<file path="src/rtl/cad_out_serializer.sv">
// Output stage for the CAD conv/deconv engine: buffers result words in a small FIFO
// and streams each frame one bit per cycle, flagging underrun if the producer falls behind.
module cad_out_serializer #(
   parameter int DATA_W    = 20,
   parameter int DEPTH     = 4,
   parameter int LEN_W     = 10,
   parameter int MSB_FIRST = 0
) (
   input  logic              clk,
   input  logic              rst_n,
   input  logic              frame_start,
   input  logic [LEN_W-1:0]  frame_len,
   input  logic              res_valid,
   input  logic [DATA_W-1:0] res_data,
   output logic              res_ready,
   output logic              out_valid,
   output logic              out_value,
   output logic              busy,
   output logic              underrun
);

   localparam int PTR_W = $clog2(DEPTH);
   localparam int CNT_W = $clog2(DEPTH) + 1;
   localparam int BIT_W = $clog2(DATA_W);
   localparam logic [CNT_W-1:0] FULL     = CNT_W'(DEPTH);
   localparam logic [BIT_W-1:0] LAST_BIT = BIT_W'(DATA_W - 1);

   typedef enum logic [1:0] {IDLE, FILL, SHIFT} state_t;

   state_t            state;
   logic [DATA_W-1:0] mem [DEPTH];
   logic [PTR_W-1:0]  wr_ptr;
   logic [PTR_W-1:0]  rd_ptr;
   logic [CNT_W-1:0]  count;
   logic [LEN_W-1:0]  in_left;
   logic [LEN_W-1:0]  out_left;
   logic [BIT_W-1:0]  bit_cnt;
   logic [DATA_W-1:0] shreg;

   logic              push;
   logic              pop;
   logic              head_avail;
   logic              fill_done;
   logic              word_end;
   logic              last_word;
   logic              start_ok;
   logic [DATA_W-1:0] head;

   // Bit that goes on the wire first from a freshly loaded word.
   function automatic logic lead_bit(input logic [DATA_W-1:0] w);
      if (MSB_FIRST != 0)
         return w[DATA_W-1];
      else
         return w[0];
   endfunction

   // Drop the bit just emitted so the next one sits at the lead position.
   function automatic logic [DATA_W-1:0] advance(input logic [DATA_W-1:0] w);
      if (MSB_FIRST != 0)
         return {w[DATA_W-2:0], 1'b0};
      else
         return {1'b0, w[DATA_W-1:1]};
   endfunction

   assign head       = mem[rd_ptr];
   assign head_avail = (count != '0);
   assign start_ok   = frame_start && (frame_len != '0);

   // Ready depends only on registered state, so a full FIFO never accepts,
   // even in a cycle where a pop is also taking place.
   assign res_ready  = (state != IDLE) && (count < FULL) && (in_left != '0);
   assign push       = res_valid && res_ready;

   assign fill_done  = (state == FILL) &&
                       ((count == FULL) || ((in_left == '0) && head_avail));
   assign word_end   = (state == SHIFT) && (bit_cnt == '0);
   assign last_word  = (out_left == LEN_W'(1));
   assign pop        = fill_done || (word_end && !last_word && head_avail);

   always_ff @(posedge clk) begin
      if (!rst_n) begin
         state     <= IDLE;
         wr_ptr    <= '0;
         rd_ptr    <= '0;
         count     <= '0;
         in_left   <= '0;
         out_left  <= '0;
         bit_cnt   <= '0;
         out_valid <= 1'b0;
         out_value <= 1'b0;
         busy      <= 1'b0;
         underrun  <= 1'b0;
      end else begin
         if (push)
            wr_ptr <= wr_ptr + 1'b1;
         if (pop)
            rd_ptr <= rd_ptr + 1'b1;

         case ({push, pop})
            2'b10:   count <= count + 1'b1;
            2'b01:   count <= count - 1'b1;
            default: count <= count;
         endcase

         if ((state == IDLE) && start_ok)
            in_left <= frame_len;
         else if (push)
            in_left <= in_left - 1'b1;

         case (state)
            IDLE: begin
               if (start_ok) begin
                  state    <= FILL;
                  busy     <= 1'b1;
                  out_left <= frame_len;
                  underrun <= 1'b0;
               end
            end

            FILL: begin
               if (fill_done) begin
                  state     <= SHIFT;
                  out_valid <= 1'b1;
                  out_value <= lead_bit(head);
                  bit_cnt   <= LAST_BIT;
               end
            end

            SHIFT: begin
               if (bit_cnt != '0) begin
                  out_value <= lead_bit(shreg);
                  bit_cnt   <= bit_cnt - 1'b1;
               end else begin
                  out_left <= out_left - 1'b1;
                  if (last_word) begin
                     state     <= IDLE;
                     busy      <= 1'b0;
                     out_valid <= 1'b0;
                     out_value <= 1'b0;
                  end else if (head_avail) begin
                     // Back-to-back reload keeps out_valid gap-free across words.
                     out_value <= lead_bit(head);
                     bit_cnt   <= LAST_BIT;
                  end else begin
                     state     <= FILL;
                     underrun  <= 1'b1;
                     out_valid <= 1'b0;
                     out_value <= 1'b0;
                  end
               end
            end

            default: state <= IDLE;
         endcase
      end
   end

   // Data-only storage: contents are meaningless until qualified by count/state.
   always_ff @(posedge clk) begin
      if (push)
         mem[wr_ptr] <= res_data;
      if (pop)
         shreg <= advance(head);
      else if (state == SHIFT)
         shreg <= advance(shreg);
   end

endmodule

</file>
<file path="config.mk">
export PLATFORM = sky130hd
export DESIGN_NAME = cad_out_serializer
export DESIGN_NICKNAME = d
export VERILOG_FILES = /design/src/rtl/cad_out_serializer.sv
export SDC_FILE = /design/constraint.sdc
export NUM_CORES = 1
export LEC_CHECK = 0
export CORE_MARGIN = 1.5
export CORE_UTILIZATION = 42
export DETAILED_ROUTE_END_ITERATION = 12
export SLEW_MARGIN = 20
export SYNTH_ARGS = -nofsm -noshare
export SYNTH_HDL_FRONTEND = slang
export SYNTH_SLANG_ARGS = --single-unit
</file>
<file path="constraint.sdc">
create_clock -name clk -period 8.69 [get_ports clk]
set_clock_uncertainty 0.2 [all_clocks]
set_input_delay 1.738 -clock clk [delete_from_list [all_inputs] [get_ports clk]]
set_output_delay 1.738 -clock clk [all_outputs]
set_load 0.02 [all_outputs]
</file>
==> results of run 1 <==
[cells by family after synthesis]
group | after synthesis
AND/OR/NAND/NOR | 119
AO/OA/AOI/OAI | 85
flip-flops | 139
buffers and inverters | 31
XOR/XNOR | 4
multiplexers | 40
adder cells (fa/ha/maj) | 11
[per-layer routing]
metal / vias to the layer above / global-route usage / share of wire
li1: 1769 / - / -
met1: 1861 / 0.2329 / 0.47
met2: 80 / 0.2699 / 0.47
met3: 7 / 0.05716 / 0.047
met4: 0 / 0.05233 / 0.0072
met5: - / 0 / 0
[per-stage QoR]
| step | cell area, sq um | util | cells |
|---|---|---|---|
| 2_1_floorplan | 5995 | - | 429 |
| 6_report | 7112 | 0.5123 | 662 |
| 4_1_cts | 7107 | 0.5120 | 662 |
| 3_3_place_gp | 6526 | 0.4702 | 630 |
| 3_5_place_dp | 6526 | 0.4702 | 630 |
| 5_1_grt | 7112 | 0.5123 | 662 |
[cells in the final DEF, fill, tap and decap left out, types with 12 or more instances in the layout]
cell type,instances
edfxtp_1,99
dfxtp_1,40
clkdlybuf4s50_1,38
a21oi_1,27
nand2_1,25
nor2_1,25
mux4_2,20
mux2_2,18
clkbuf_16,17
nor3_1,13
o21ai_0,12
[worst paths after layout]
check / slack (ns) / startpoint / cells past startpoint / endpoint
setup / recovery: 4.19 / in_left[0]$_SDFFE_PN0P_ / 6 / res_ready
hold / removal: 0.28 / rd_ptr[1]$_SDFFE_PN0N_ / 2 / flip-flop
setup reg to reg: 5.49 / in_left[0]$_SDFFE_PN0P_ / 12 / count[2]$_SDFFE_PN0P_
hold reg to reg: 0.28 / rd_ptr[1]$_SDFFE_PN0N_ / 2 / flip-flop
[state kept, by name (all words and copies together), names as in the netlist, 2 cells and up, named ones only]
register,flops
mem,80
shreg,19
in_left,10
out_left,10
bit_cnt,5
count,3
rd_ptr,2
state,2
wr_ptr,2
[final cells by class]
class / count / area share
Sequential cell: 139 / 0.5306
Tap cell: 180 / 0.03167
Inverter: 12 / 0.006685
Clock inverter: 15 / 0.02182
Multi-Input combinational cell: 259 / 0.2938
Timing Repair Buffer: 40 / 0.05559
Clock buffer: 17 / 0.05982
[worst register-to-register path, cell delays in order (launching register included)]
cell and delay [ns]:
dfxtp_1 0.31, inv_1 0.09, ha_1 0.21, nor3b_1 0.51, nand4_1 0.20, a21oi_1 0.45, nor2_1 0.10, inv_1 0.09
ha_1 0.19, fa_1 0.20, xnor2_1 0.08, or3_1 0.31, a21oi_1 0.15
[power breakdown]
| part | leakage, nW | internal (mW) | total, mW | switching, mW |
|---|---|---|---|---|
| Sequential | 1.22 | 0.732 | 0.747 | 0.0154 |
| Combinational | 0.856 | 0.0592 | 0.138 | 0.0789 |
| Clock | 0.280 | 0.405 | 0.710 | 0.305 |
==> results.md, run 1 <==
* Area delta synth->final at 18.64%
* Final min period at about 4.5 ns
* Antenna Nets Post-Route at 0
* Core area at 0.01388 sq mm
* Pre-Repair DR Iteration Count at 4
* First-pass GRT wire length at ~19 mm
* CTS clock-pin slew for the worst setup and hold paths at 0.07 ns
* Startpoint types: flip-flop
* Rows at between 40 and 50
* Layout cells sized above 1 at 0.1888
* Final nets at 514
* Synth Area in XOR/XNOR at 0.005844
* WS Path Type: reg -> out
* Seq/Total Area, Yosys at 0.6295
* Vias in the first global route at 3654
* Simple-Gate Fraction of Synth Area at 0.1110
* Final Max Tran Viols at 0
* Synth Flop Type: edfxtp_1
* DR vias/cell at 5.615
* Synthesized netlist cell count at 429
* Total track usage at 0.1737
* Worst Path Arrival at ~2.6 ns
* Worst hold slack at 0.2829 ns
* Routed vias at ~3700
* Cell area after synthesis at 0.005994 sq mm
* # H-tree levels at 4
* Final worst setup slack at 4.191 ns
* I/O Buffers at 38
* CTS buffer count at 17
* Synth warn at 0
* Ys async rst share at 0
* Worst Setup End Kind: output port
* Mapped Avg Cell Area at 13.97 sq um
* Outcome: complete, no violations
* Final hold viol count at 0
* Crit path cell chain: inv_1 > ha_1 > nor3b_1 > and3_2 > nor3_1 > clkdlybuf4s50_1
* HP Class: reg -> reg
* Max-cap viol count at 0
* Largest net degree at the start of global routing at 32
* Peak VDD IR at 0.0001439 V
* Share of the synthesized area in the top cell type at 0.4959
* Syn_nets at 474
* Multiplexer area fraction after synthesis at 0.1123
* Area fraction in compound gates after synthesis at 0.09434
* Largest family of logic cells by synthesized area: multiplexers
* Pwr/cell area at 224.3 mW/mm^2
* Worst slew pin tran at 1.132 ns
* CTS tree: yes
* IO Count at 39
* Leading post-synthesis cells by cell area: edfxtp_1, dfxtp_1, mux4_2, mux2_2, a21oi_1
* Library cells used by synthesis at 69
* Max Root-Sink Buffers at 2
* CP peak stage delay at about 0.55 ns
* Antenna Diode Count at 0
* Achievable clock frequency at 222.3 MHz
* GPL Wtd Cong at 0.8441
* Post-Place Worst Slack at 4.045 ns
* Initial Util at 0.4319
* Buffers and inverters on the worst path at 2
* LEAKAGE at about 2.4 nW
* Final Setup Violations at 0
* WL per Instance at 18.34 um
* Final WL at 12.14 mm
* Die Span X at 122.5 um
* Required time worst endpoint at 6.75 ns
* Rel. slew slack at 0.2442
* Commonest cells post-synth: edfxtp_1, dfxtp_1, a21oi_1
* Synth Area in Adders at 0.02421
* Tot Pwr at between 1.5 and 2 mW
* Top-count cell post-synth: edfxtp_1
* DRC at 0
* Worst-path fanout max at 4
* Hpwl dp at 7.472 mm
* Post-CTS Setup Bufs at 0
* Post-CTS Resized at 0
* Grt total ovfl at 0
* Slowest stage cell, crit path: clkdlybuf4s50_1
* Die Ht at about 120 um
* Fin crit share at 0.5178
* EDFF count, synth at 99
* Clk sink count at 139
* Starting DRC count in detailed routing at 301
* Cts hold-fix bufs at 0
* Cell taking the most area after synthesis: edfxtp_1
* Setup TNS at 0 ns
* Filler cell count at 1195
* Top delay family on crit path: simple AND/OR/NAND/NOR gates
* Synth Register Bits at ~140
* Register Area at 0.003774 sq mm
* RSZ-0062 raised after global routing: false
* Antenna violations before repair at 0
* Root Buffer: clkbuf_16
* Area of the multi-input gates at 0.002090 sq mm
* Full die area at between 0.01 and 0.015 sq mm
* Worst-Skew Late Latency at between 0.4 and 0.5 ns
No activity file was read; power rests on OpenSTA's default activity.
==> run 2: changes to the inputs <==
clock period = 3.95 ns   (was 8.69 ns; I/O delays follow)
==> run 2 against run 1 <==
Routed wire length down 2.9%. Sequential share of layout area down 0.56 points. Core utilization up 0.55 points. Combinational power up 120%. Total power up 120%. Cell area up 1.1%. Critical path depth unchanged. Flip-flop and latch count unchanged. Worst hold slack worse by 0.0039 ns. Count of clock-buffer cells in the layout unchanged. Critical endpoint unchanged. Largest cell class unchanged.
==> results.md, run 2 (same netlist as run 1, synthesis figures left out) <==
* Outcome: complete, no violations
* Routed vias at around 3800
* DRC at 0
* CTS tree: yes
* Root Buffer: clkbuf_16
* Final Max Tran Viols at 0
* Pwr/cell area at 491.2 mW/mm^2
* Die Ht at 122.5 um
* Die Span X at 122.5 um
* Most common cell after layout, fill and taps aside: edfxtp_1
* Final min period at about 3.5 ns
* Max FFs per register at 80
* Peak VDD IR at 0.0004213 V
* LEAKAGE at ~2.4 nW
* Startpoint types: flip-flop
* Top reg by flops: mem
* Rows at 43
* Top Registers: mem (80), shreg (19)
* Rel. slew slack at 0.2698
* Layout cells sized above 1 at 0.1959
* Final Setup Violations at 0
* Core area at roughly 0.014 sq mm
* Placed cell area at 0.006586 sq mm
* Starting DRC count in detailed routing at 335
* Fin crit share at 0.8795
* Pre-Repair DR Iteration Count at 5
* WS Path Type: reg -> out
* Max-cap viol count at 0
* Setup TNS at 0 ns
* I/O Buffers at 38
* Worst Path Arrival at 2.48 ns
* CTS buffer count at 17
* Final hold viol count at 0
* IO Count at 39
* Post-CTS Setup Bufs at 0
* Full die area at 0.01500 sq mm
* Clk sink count at 139
* Largest net degree at the start of global routing at 32
* Cell area after layout at roughly 0.007 sq mm
* Worst-path fanout max at 4
* Max Root-Sink Buffers at 2
* GPL Wtd Cong at between 0.8 and 0.9
* Area delta synth->final at 19.91%
* Vias in the first global route at approximately 3700
* Total track usage at 0.1703
* Post-CTS Resized at 0
* Antenna Nets Post-Route at 0
* Hpwl dp at 7.419 mm
* CTS clock-pin slew for the worst setup and hold paths at 0.07 ns
* Initial Util at 0.4319
* Depth of the worst register-to-register path at 10
* Antenna Diode Count at 0
* RSZ-0062 raised after global routing: false
* Antenna violations before repair at 0
* Grt total ovfl at 0
* WL per Instance at roughly 18 um
* Final nets at approximately 520
* HP Class: reg -> reg
* Most frequent cells in the layout: edfxtp_1, dfxtp_1, clkdlybuf4s50_1
* # H-tree levels at 4
* Cts hold-fix bufs at 0
* Achievable clock frequency at 287.9 MHz
* First-pass GRT wire length at ~19 mm
* DR vias/cell at 5.607
* Final WL at between 10 and 15 mm
* Required time worst endpoint at 2.96 ns
* Filler cell count at 1162
* Worst-Skew Late Latency at 0.42 ns
* Worst Setup End Kind: output port
* Worst slew pin tran at 1.094 ns
* WHS Path Cells at 2
-- run 2: final cells by class --
cell class                 count  area, sq um  share of cell area
inverter                      12        47.55            0.006614
clock inverter                15        176.4             0.02454
multi-input combinational    259         2085              0.2900
timing repair buffer          48        455.4             0.06336
clock buffer                  17        425.4             0.05918
tap                          180        225.2             0.03133
sequential                   139         3774              0.5250
-- run 2: where the power goes --
group	leakage [nW]	switching [mW]	internal, mW
combinational	0.899	0.173	0.135
clock	0.286	0.676	0.903
sequential	1.22	0.0342	1.61
total	2.40	0.883	2.65
-- run 2: worst paths after layout --
check                           end  slack, ns                     start
min          rd_ptr[1]$_SDFFE_PN0N_       0.28    rd_ptr[1]$_SDFFE_PN0N_
min reg2reg  rd_ptr[1]$_SDFFE_PN0N_       0.28    rd_ptr[1]$_SDFFE_PN0N_
max                       res_ready       0.48   in_left[0]$_SDFFE_PN0P_
max reg2reg   count[2]$_SDFFE_PN0P_       0.81  out_left[4]$_SDFFE_PN0P_
-- run 2: per-stage QoR --
| stage | setup WS, ns | power [mW] | std cells | util | hold WS, ns |
|---|---|---|---|---|---|
| final | 0.4762 | 3.531 | 670 | 0.5178 | 0.2789 |
| after detailed placement | 0.3855 | 1.980 | 638 | 0.4745 | 0.2705 |
| after CTS | 0.4674 | 3.567 | 670 | 0.5178 | 0.2825 |
| after global placement | 0.4400 | 1.973 | 638 | 0.4745 | 0.2551 |
| after global routing | 0.3491 | 3.668 | 670 | 0.5178 | 0.3079 |
| after floorplan | 0.9278 | 1.865 | 429 | - | 0.2451 |
-- run 2: routing by layer --
metal  track usage  wire [um]
met1        0.2229       5486
met2        0.2720       5538
met3       0.03717        519
met4       0.07849        244
met5             0          0
-- run 2: critical path: stages, from the launching register on --
cell             delay (ns)
dfxtp_1                0.32
inv_1                  0.10
ha_1                   0.21
nor3b_1                0.47
and3_2                 0.37
nor3_1                 0.06
clkdlybuf4s50_1        0.55
==> run 3: changes to the inputs <==
SKIP_LAST_GASP = 1   (was not set)
clock period = 3.66 ns   (was 3.95 ns; I/O delays follow)
==> run 3 against run 2 <==
Final cell count up 0.90%. Sequential share of layout area shrank 0.55 points. Register-to-register slack lost 0.30 ns. Cell area up 1.1%. Core utilization up 0.55 points. Critical endpoint unchanged. Largest cell class unchanged. Highest routed layer unchanged.
==> results.md, run 3 (same netlist as run 1, synthesis figures left out) <==
* Post-CTS Setup Bufs at 0
* Worst hold slack at roughly 0.28 ns
* Final Setup Violations at 0
* Die Ht at 122.5 um
* Slowest stage cell, crit path: clkdlybuf4s50_1
* Fin crit share at 0.9429
* Grt total ovfl at 0
* Largest net degree at the start of global routing at 22
* CP peak stage delay at ~0.54 ns
* Area delta synth->final at 21.19%
* Internal reg-to-reg setup slack at 0.51 ns
* Required time worst endpoint at 2.73 ns
* Setup TNS at 0 ns
* Full die area at about 0.015 sq mm
* Outcome: complete, no violations
* RR Endpoint: count[2]$_SDFFE_PN0P_
* IO Count at 39
* Routed vias at 3746
* Rel. slew slack at 0.4621
* Final nets at 528
* Top reg by flops: mem
* Initial Util at 0.4319
* Final hold viol count at 0
* Worst Path Arrival at ~2.5 ns
* Post-CTS Resized at 0
* Cts hold-fix bufs at 0
* Core area at 0.01388 sq mm
* Final min period at 3.451 ns
* WS Path Type: reg -> out
* Rows at 43
* DRC at 0
* Worst-Skew Late Latency at 0.41 ns
* GPL Wtd Cong at approximately 0.82
* Final Max Tran Viols at 0
* Max Root-Sink Buffers at 2
* LEAKAGE at 2.454 nW
* CTS clock-pin slew for the worst setup and hold paths at 0.06 ns
* CTS buffer count at 17
* Pre-Repair DR Iteration Count at 5
* Crit path cell chain: inv_1 > ha_1 > nor3b_1 > and3_2 > nor3_1 > clkdlybuf4s50_1
* Starting DRC count in detailed routing at 220
* Pwr/cell area at roughly 540 mW/mm^2
* Worst-path fanout max at 4
* WL per Instance at 17.75 um
* Startpoint types: flip-flop
* HP Class: reg -> reg
* Clk sink count at 139
* Depth of the worst register-to-register path at 11
* First-pass GRT wire length at 19.58 mm
* Antenna Diode Count at 0
* CTS tree: yes
* CP Capture Point: res_ready
* Vias in the first global route at approximately 3800
* RSZ-0062 raised after global routing: false
* Most common cell after layout, fill and taps aside: edfxtp_1
* Most frequent cells in the layout: edfxtp_1, dfxtp_1, clkdlybuf4s50_1
* Root Buffer: clkbuf_16
* Worst slew pin tran at between 0.8 and 0.9 ns
* Total track usage at 0.1751
* Max-cap viol count at 0
* Die Span X at about 120 um
* Worst Setup End Kind: output port
* Peak VDD IR at 0.0003737 V
* Antenna violations before repair at 0
* Reg2reg start: out_left[0]$_SDFFE_PN0P_
* Antenna Nets Post-Route at 0
* Max FFs per register at 80
* Launch point of the worst path: in_left[0]$_SDFFE_PN0P_
* Hpwl dp at 7.846 mm
* Top Registers: mem (80), shreg (19)
* Achievable clock frequency at 289.8 MHz
* Final WL at 12.00 mm
* DR vias/cell at 5.541
* Layout cells sized above 1 at 0.2016
* I/O Buffers at 38
* # H-tree levels at 4
[run 3: metrics by stage]
stage / instances / instance area [sq um] / total power, mW / setup WS, ns / utilization
after global placement: 644 / 6631 / 2.135 / 0.2230 / 0.4777
after CTS: 676 / 7264 / 3.984 / 0.2381 / 0.5233
after global routing: 676 / 7264 / 4.099 / 0.1017 / 0.5233
final: 676 / 7264 / 3.944 / 0.2092 / 0.5233
after detailed placement: 644 / 6631 / 2.142 / 0.1683 / 0.4777
after floorplan: 429 / 5995 / 2.013 / 0.6378 / -
[run 3: cell type report]
class	count	area [sq um]
clock buffers	17	425.4
clock inverters	15	207.7
fillers	1148	6616
inverters	12	47.55
multi-input cells	259	2085
flip-flops and latches	139	3774
well taps	180	225.2
repair buffers	54	500.5
[run 3: how the worst min path moves through the flow]
stage / start / to / slack [ns] / cells past startpoint
2_1_floorplan: rd_ptr[1]$_SDFFE_PN0N_ / flip-flop / 0.25 / 2
4_1_cts: rd_ptr[1]$_SDFFE_PN0N_ / rd_ptr[1]$_SDFFE_PN0N_ / 0.28 / 2
6_report: rd_ptr[1]$_SDFFE_PN0N_ / rd_ptr[1]$_SDFFE_PN0N_ / 0.28 / 2
3_5_place_dp: rd_ptr[1]$_SDFFE_PN0N_ / flip-flop / 0.27 / 2
5_1_grt: rd_ptr[1]$_SDFFE_PN0N_ / rd_ptr[1]$_SDFFE_PN0N_ / 0.29 / 2
3_3_place_gp: rd_ptr[1]$_SDFFE_PN0N_ / rd_ptr[1]$_SDFFE_PN0N_ / 0.26 / 2
[run 3: power breakdown]
part           internal (mW)  switching, mW
Clock                   1.15          0.679
Combinational          0.149          0.188
Sequential              1.74         0.0362
Total                   3.04          0.903
[run 3: worst max-delay path: cells and delay by family (launching register included)]
| family | cells | cell delay [ns] |
|---|---|---|
| AND/OR/NAND/NOR | 3 | 0.95 |
| buffers and inverters | 2 | 0.63 |
| flip-flops | 1 | 0.32 |
| adder cells (fa/ha/maj) | 1 | 0.22 |
[run 3: routing by layer]
metal	vias to the layer above	track usage	routed length (um)
met5	-	0	0
met4	0	0.06250	152
met3	15	0.03950	554
met2	100	0.2846	5836
met1	1833	0.2316	5456
li1	1798	-	-
